## config.mk

```make
export PLATFORM = sky130hd
export DESIGN_NAME = if_stage
export DESIGN_NICKNAME = d
export VERILOG_FILES = /design/src/rtl/cpu_pkg.sv /design/src/rtl/if_stage_ifid_reg.sv /design/src/rtl/if_stage.sv
export SDC_FILE = /design/constraint.sdc
export NUM_CORES = 1
export LEC_CHECK = 0
export CORE_UTILIZATION = 43
export CTS_CLUSTER_SIZE = 14
export DETAILED_ROUTE_END_ITERATION = 8
export GPL_TIMING_DRIVEN = 0
export PLACE_DENSITY = 0.8
export SLEW_MARGIN = 10
export SYNTH_ARGS = -nofsm -noshare
export SYNTH_HDL_FRONTEND = slang
export SYNTH_SLANG_ARGS = --single-unit
```

## constraint.sdc

```tcl
create_clock -name clk_i -period 2.45 [get_ports clk_i]
set_input_delay 0.735 -clock clk_i [delete_from_list [all_inputs] [get_ports clk_i]]
set_output_delay 0.735 -clock clk_i [all_outputs]
set_load 0.1 [all_outputs]
```

## src/rtl/cpu_pkg.sv

```systemverilog
// Shared CPU definitions: datapath widths, the NOP word, fetch FSM states and
// the opcode field position used by the decoder.
package cpu_pkg;

  localparam int XLEN    = 32;
  localparam int INSTR_W = 32;
  localparam int OPC_MSB = 31;
  localparam int OPC_LSB = 26;

  localparam logic [INSTR_W-1:0] NOP_INSTR = 32'h0000_0000;

  typedef enum logic {
    BOOT = 1'b0,
    RUN  = 1'b1
  } fetchState_e;

  // Instruction addresses are word aligned; the low two bits are dropped.
  function automatic logic [XLEN-1:0] alignPc(input logic [XLEN-1:0] addr);
    return {addr[XLEN-1:2], 2'b00};
  endfunction

endpackage

```

## src/rtl/if_stage_ifid_reg.sv

```systemverilog
// IF/ID pipeline register with load, hold and bubble controls.
// A bubble overrides a load and leaves the stored PC+4 untouched.
module ifid_reg
  import cpu_pkg::*;
#(
  parameter logic [INSTR_W-1:0] NOP_INSTR = cpu_pkg::NOP_INSTR
) (
  input  logic               clk,
  input  logic               rstN,
  input  logic               load,
  input  logic               bubble,
  input  logic [INSTR_W-1:0] fetchInstr,
  input  logic [XLEN-1:0]    fetchPc4,
  output logic [INSTR_W-1:0] ifidInstr,
  output logic [XLEN-1:0]    ifidPc4,
  output logic               ifidValid
);

  always_ff @(posedge clk) begin
    if (!rstN) begin
      ifidInstr <= NOP_INSTR;
      ifidPc4   <= '0;
      ifidValid <= 1'b0;
    end else if (bubble) begin
      ifidInstr <= NOP_INSTR;
      ifidValid <= 1'b0;
    end else if (load) begin
      ifidInstr <= fetchInstr;
      ifidPc4   <= fetchPc4;
      ifidValid <= 1'b1;
    end
  end

endmodule

```

## src/rtl/if_stage.sv

```systemverilog
// Instruction-fetch stage: PC register, boot FSM, next-PC mux and IF/ID register.
// Optional performance counters are enabled with macro IF_STAGE_PERF_CNT_EN.
module if_stage
  import cpu_pkg::*;
#(
  parameter logic [XLEN-1:0]    RESET_PC  = 32'h0000_0000,
  parameter logic [INSTR_W-1:0] NOP_INSTR = cpu_pkg::NOP_INSTR
) (
  input  logic               clk_i,
  input  logic               rst_i,
  input  logic               stall_i,
  input  logic               redirect_i,
  input  logic [XLEN-1:0]    redirect_pc_i,
  output logic [XLEN-1:0]    imem_addr_o,
  input  logic [INSTR_W-1:0] imem_data_i,
  output logic [XLEN-1:0]    pc_o,
  output logic [INSTR_W-1:0] ifid_instr_o,
  output logic [XLEN-1:0]    ifid_pc4_o,
  output logic               ifid_valid_o
`ifdef IF_STAGE_PERF_CNT_EN
  ,
  output logic [31:0]        perf_fetch_o,
  output logic [31:0]        perf_stall_o,
  output logic [31:0]        perf_flush_o
`endif
);

  fetchState_e     state, stateNext;
  logic [XLEN-1:0] pc, pcNext, pcPlus4;
  logic            ifidLoad, ifidBubble;
  logic            doAdvance, doStall, doFlush;

  assign pcPlus4     = pc + 32'd4;
  assign imem_addr_o = pc;
  assign pc_o        = pc;

  // Redirect wins over stall, stall wins over advance; BOOT only inserts a bubble.
  always_comb begin
    stateNext  = state;
    pcNext     = pc;
    ifidLoad   = 1'b0;
    ifidBubble = 1'b0;
    doAdvance  = 1'b0;
    doStall    = 1'b0;
    doFlush    = 1'b0;
    case (state)
      BOOT: begin
        stateNext  = RUN;
        ifidBubble = 1'b1;
      end
      RUN: begin
        if (redirect_i) begin
          pcNext     = alignPc(redirect_pc_i);
          ifidBubble = 1'b1;
          doFlush    = 1'b1;
        end else if (stall_i) begin
          doStall = 1'b1;
        end else begin
          pcNext    = pcPlus4;
          ifidLoad  = 1'b1;
          doAdvance = 1'b1;
        end
      end
      default: stateNext = BOOT;
    endcase
  end

  always_ff @(posedge clk_i) begin
    if (!rst_i) begin
      state <= BOOT;
      pc    <= RESET_PC;
    end else begin
      state <= stateNext;
      pc    <= pcNext;
    end
  end

  ifid_reg #(
    .NOP_INSTR(NOP_INSTR)
  ) u_ifidReg (
    .clk       (clk_i),
    .rstN      (rst_i),
    .load      (ifidLoad),
    .bubble    (ifidBubble),
    .fetchInstr(imem_data_i),
    .fetchPc4  (pcPlus4),
    .ifidInstr (ifid_instr_o),
    .ifidPc4   (ifid_pc4_o),
    .ifidValid (ifid_valid_o)
  );

`ifdef IF_STAGE_PERF_CNT_EN
  logic [31:0] perfFetch, perfStall, perfFlush;

  always_ff @(posedge clk_i) begin
    if (!rst_i) begin
      perfFetch <= '0;
      perfStall <= '0;
      perfFlush <= '0;
    end else begin
      if (doAdvance) perfFetch <= perfFetch + 32'd1;
      if (doStall)   perfStall <= perfStall + 32'd1;
      if (doFlush)   perfFlush <= perfFlush + 32'd1;
    end
  end

  assign perf_fetch_o = perfFetch;
  assign perf_stall_o = perfStall;
  assign perf_flush_o = perfFlush;
`else
  logic unusedCtl;
  assign unusedCtl = doAdvance ^ doStall ^ doFlush;
`endif

endmodule

```

# ---- Word-level counts from Yosys, hierarchy flattened
# Cells that the tools add are included.
dict set report classes {
  n_mux 8
  n_bitwise 3
  reduce_logical 3
  eq_ne 1
  n_addsub 1
}
# op count
set op_table {}
lappend op_table {{$mux 32} 2}
lappend op_table {{$add 32x3->32 const B} 1}
lappend op_table {{$mux 1} 5}
lappend op_table {{$reduce_and 2->1} 2}
lappend op_table {{$not 1->1} 3}
lappend op_table {{$ne 2x1->1 const B} 1}
lappend op_table {{$pmux 1 s2} 1}
lappend op_table {{$reduce_or 2->1} 1}
dict set report word_totals {
  output_inout_bits 129
  input_bits 68
  ff_bits 98
  elab_cells 21
}

# ---- Longest topological paths before layout
dict set report logic_depth {
  word_depth 4
  mapped_depth 7
  ltp_nobuf 6
}

# ---- Modules after synthesis
# Synthesis repeated with hierarchy kept, for this count alone.
dict set report unflattened {
  hier_cells 591
  area_unflattened_um2 5022.3
}
# module cells_per_inst n_inst area_each_um2 seq_area_each_um2
set by_module_without_submodules {}
lappend by_module_without_submodules {if_stage 343 1 2566.2 620.6}
lappend by_module_without_submodules {ifid_reg 248 1 2456.1 1301.2}

# ---- Worst setup path after synthesis
# Ideal clock, no wire load.
dict set report synth_timing {
  path_type {register to register}
  start {register pc[2] (netlist: imem_addr_o[2])}
  end {register u_ifidReg.ifidPc4[26]}
  period_less_slack_ps 2828
  path_stages_with_launch 7
  n_path_buf 0
  path_slack_ps -378
  setup_time_ps 86
  arrival_time_ps 2742
  required_ps 2364
  path_cell_list {dfxtp_1 ha_1 nand4_1 nor4_2 nand3_1 xnor2_1 a211oi_1}
}
dict set report synth_via {
  elab_chain_cells 1
}
# item line_no
set synth_lines {}
lappend synth_lines {{from (decl)} if_stage.sv:29} ;# logic [XLEN-1:0] pc, pcNext, pcPlus4;
lappend synth_lines {{from (signal assigned)} if_stage.sv:74} ;# pc <= pcNext;
lappend synth_lines {{$add 32x3->32} if_stage.sv:33} ;# assign pcPlus4 = pc + 32'd4;
lappend synth_lines {{to (signal assigned)} if_stage_ifid_reg.sv:29} ;# ifidPc4 <= fetchPc4;
lappend synth_lines {{to (decl)} if_stage_ifid_reg.sv:15} ;# output logic [XLEN-1:0] ifidPc4,
# Every way passes these cells.
# A chain may end at the register's enable or synchronous reset.

# ---- Final worst setup path
dict set report layout_timing {
  start {register pc[11] (netlist: imem_addr_o[11])}
  end {output imem_addr_o[11]}
}
# item line_no
set layout_rtl {}
lappend layout_rtl {{to (decl)} if_stage.sv:14} ;# output logic [XLEN-1:0] imem_addr_o,
# No word-level cell between the ends.

==> impl_metrics.tcl <==
set metrics [dict create \
    synth_cell_types 59 \
    end_kind "primary output" \
    core_um2 10400 \
    firstDrtPassIters 7 \
    rsz0062_at_grt "yes" \
    cts-root-buf "clkbuf_8" \
    synth-edff-count 0 \
    area_delta_synth_final_pct 50.8 \
    fin_crit_ps 2420 \
    hp-class "reg -> reg" \
    synthSimpleGateAreaFrac_pct 17.0 \
    yosys.area_share.adder_pct 0.271 \
    initial_core_util_pct 44.5 \
    cts_tree "done" \
    io_buffers 188 \
    layout-drive-gt1-share_pct 23.9 \
    synth-xor-area-share_pct 5.13 \
    fmax_ghz 0.413 \
    grt_pass1_wl_mm 25.0 \
    antenna_found_initial 0 \
    drc_errors 0 \
    async_flop_share_pct 0 \
    design_area_um2 6950 \
    timing.hold.ws_ps 474 \
    nets 801 \
    synth-compound-area-share_pct 25.5 \
    synth_warnings 0 \
    grt_pass1_vias 4676 \
    dpl_cell_area_um2 6710 \
    cts_buffer_depth 2 \
    ir_worst_vdd_mv 0.295 \
    synth.area.mux_share_pct 1.33 \
    critPathRequiredTime_ps 1710 \
    synth_seq_cells 94 \
    path_max_fanout 6 \
    finalHoldViolCount 0 \
    num-fill-cells 922 \
    clkTransAtPathRegs_ps 100 \
    max_stage_delay_ps 880 \
    clk_latency_ps 370 \
    rows 37 \
    cts.sinks 94 \
    postSynthCellCount 523 \
    antenna_cells 0 \
    arrival_ps 1680 \
    synthesis.area_um2 4610 \
    drt_iter0_drc 355 \
    drt-total-wl_mm 16.5 \
    drv_slew 0 \
    grt_use_total_pct 29.0 \
    htree_levels 3 \
    vias 4954 \
    wire_per_inst_um 18.9 \
    cp_num_buf_inv 1 \
    start_kind "flip-flop" \
    totalPowerFinal_mw 4.12 \
    die_width_um 106 \
    cp_top_family "buffers and inverters" \
    grt-ovfl-total 0 \
    die-area_um2 11100 \
    setup_viol 0 \
    max_slew_margin_pct 34.7 \
    tightest_slew_ps 984 \
    crit_chain "dlygate4sd2_1" \
    cts_buffers 9 \
    pwr_density_cell_nw_per_um2 593 \
    ant_nets 0 \
    fin_cells 873 \
    slowest_stage "dlygate4sd2_1" \
    maxCapViolCount 0 \
    ios 197 \
    ys.flop_type "dfxtp_1" \
    p_leak_nw 3.05 \
    globalplace.congestion 0.940 \
    status "finished, final reports clean" \
    hpwl_mm 12.3 \
    grt_max_degree 18 \
    clock_skew_ps 8.78 \
    die_y_um 106 \
    yosysSeqAreaShare_pct 40.8 \
    synth_top_family_by_area "compound AO/OA/AOI/OAI gates" \
    critPathKind "reg -> out" \
    avgSynthCellArea_um2 8.82 \
    via_per_inst 5.67 \
    place_inst 852 \
    fin_tns_setup_ps 0 \
    min_period_over_period_pct 98.7 \
]
## power by group
group | total [mW] | switching (mW) | internal [mW]
sequential | 1.67 | 0.0773 | 1.59
combinational | 1.26 | 0.937 | 0.325
clock | 1.19 | 0.602 | 0.589
total | 4.12 | 1.62 | 2.50
## repair_timing
item / CTS / global route
hold buffers: 0 / 0
setup endpoints to repair: 193 / 75
gates resized for setup: 204 / 26
setup buffers: 0 / 5
pin swaps: 0 / 3
## registers in the layout (all words and copies together) (netlist names)
| signal | flops |
|---|---|
| imem_addr_o | 30 |
| state | 1 |
| u_ifidReg.ifidInstr | 32 |
| u_ifidReg.ifidPc4 | 30 |
| u_ifidReg.ifidValid | 1 |
## synthesized netlist by cell type, drive strengths merged, types with 6 or more instances
master  count  share of area (%)
nor4        6                1.3
o21ai      34                3.7
nand4       9                1.5
a31oi       6               0.81
nor2       38                3.1
clkbuf     35                2.8
and3       10                1.4
xor2       14                2.7
a211oi     19                3.1
xnor2      13                2.5
dfxtp      94                 41
o221a      32                7.8
nand2      38                3.1
o31ai       6               0.98
buf        43                6.5
nor3       10                1.1
inv         6               0.49
nand3      19                2.2
a21oi      29                3.1
## stage by stage
step / utilization, % / worst slack (ps)
CTS: 66.5 / 1.20
detailed placement: 64.7 / -948
floorplan: - / 5.95
global placement: 64.7 / -952
global route: 67.1 / -47.8
finish: 67.1 / 31.0
## final cells by class
| type | count | area (um^2) | area share, % |
|---|---|---|---|
| tap | 136 | 170 | 2.45 |
| buffer | 78 | 454 | 6.53 |
| clock buffer | 9 | 124 | 1.78 |
| timing repair buffer | 193 | 1830 | 26.4 |
| inverter | 7 | 26.3 | 0.378 |
| sequential | 94 | 1910 | 27.4 |
| clock inverter | 7 | 104 | 1.49 |
| multi-input combinational | 349 | 2340 | 33.6 |
## cells by family (layout without fill, tap and decap cells)
group	after synthesis	count (layout)
compound gates	159	159
simple gates	150	150
flops	94	94
buf+inv	85	294
xor+xnor	27	27
mux	6	6
fa+ha+maj	1	1
other cells	1	6
## layer usage
| metal | share of wire (%) | vias to the layer above | track usage, % |
|---|---|---|---|
| li1 | - | 2318 | - |
| met1 | 42 | 2331 | 37.1 |
| met2 | 46 | 273 | 47.7 |
| met3 | 8.7 | 32 | 5.50 |
| met4 | 2.6 | 0 | 12.7 |
| met5 | 0 | - | 0 |
## path summary, 6_finish.rpt
path | slack [ps] | to | startpoint | cells past startpoint
max | 30 | imem_addr_o[11] | imem_addr_o[11] | 1
min | 470 | u_ifidReg.ifidPc4[3] | u_ifidReg.ifidPc4[3] | 2
min reg2reg | 470 | u_ifidReg.ifidPc4[3] | u_ifidReg.ifidPc4[3] | 2
max reg2reg | 150 | imem_addr_o[26] | imem_addr_o[2] | 5
## cells in the final DEF, fill, tap and decap left out, types with 3 or more instances in the layout
| master | count |
|---|---|
| inv_1 | 6 |
| a21oi_1 | 29 |
| buf_2 | 4 |
| nand2_1 | 38 |
| clkbuf_2 | 15 |
| o31ai_1 | 6 |
| o21ai_0 | 33 |
| nor3_1 | 8 |
| clkdlybuf4s15_1 | 6 |
| nor4_1 | 3 |
| a311oi_1 | 3 |
| xor2_1 | 14 |
| a211oi_1 | 19 |
| and4_1 | 5 |
| clkbuf_8 | 9 |
| o22ai_1 | 3 |
| nor2b_1 | 3 |
| clkdlybuf4s50_1 | 65 |
| o221a_2 | 32 |
| and2_1 | 3 |
| a22o_1 | 3 |
| a22oi_1 | 5 |
| conb_1 | 6 |
| xnor2_1 | 13 |
| nor2_1 | 37 |
| clkdlybuf4s15_2 | 30 |
| dlygate4sd2_1 | 82 |
| buf_4 | 41 |
| and3_1 | 10 |
| nand3_1 | 18 |
| dfxtp_1 | 75 |
| mux2i_1 | 5 |
| dfxtp_2 | 19 |
| a31oi_1 | 6 |
| clkbuf_1 | 24 |
| nand4_1 | 8 |
No activity file was read; power rests on OpenSTA's default activity.
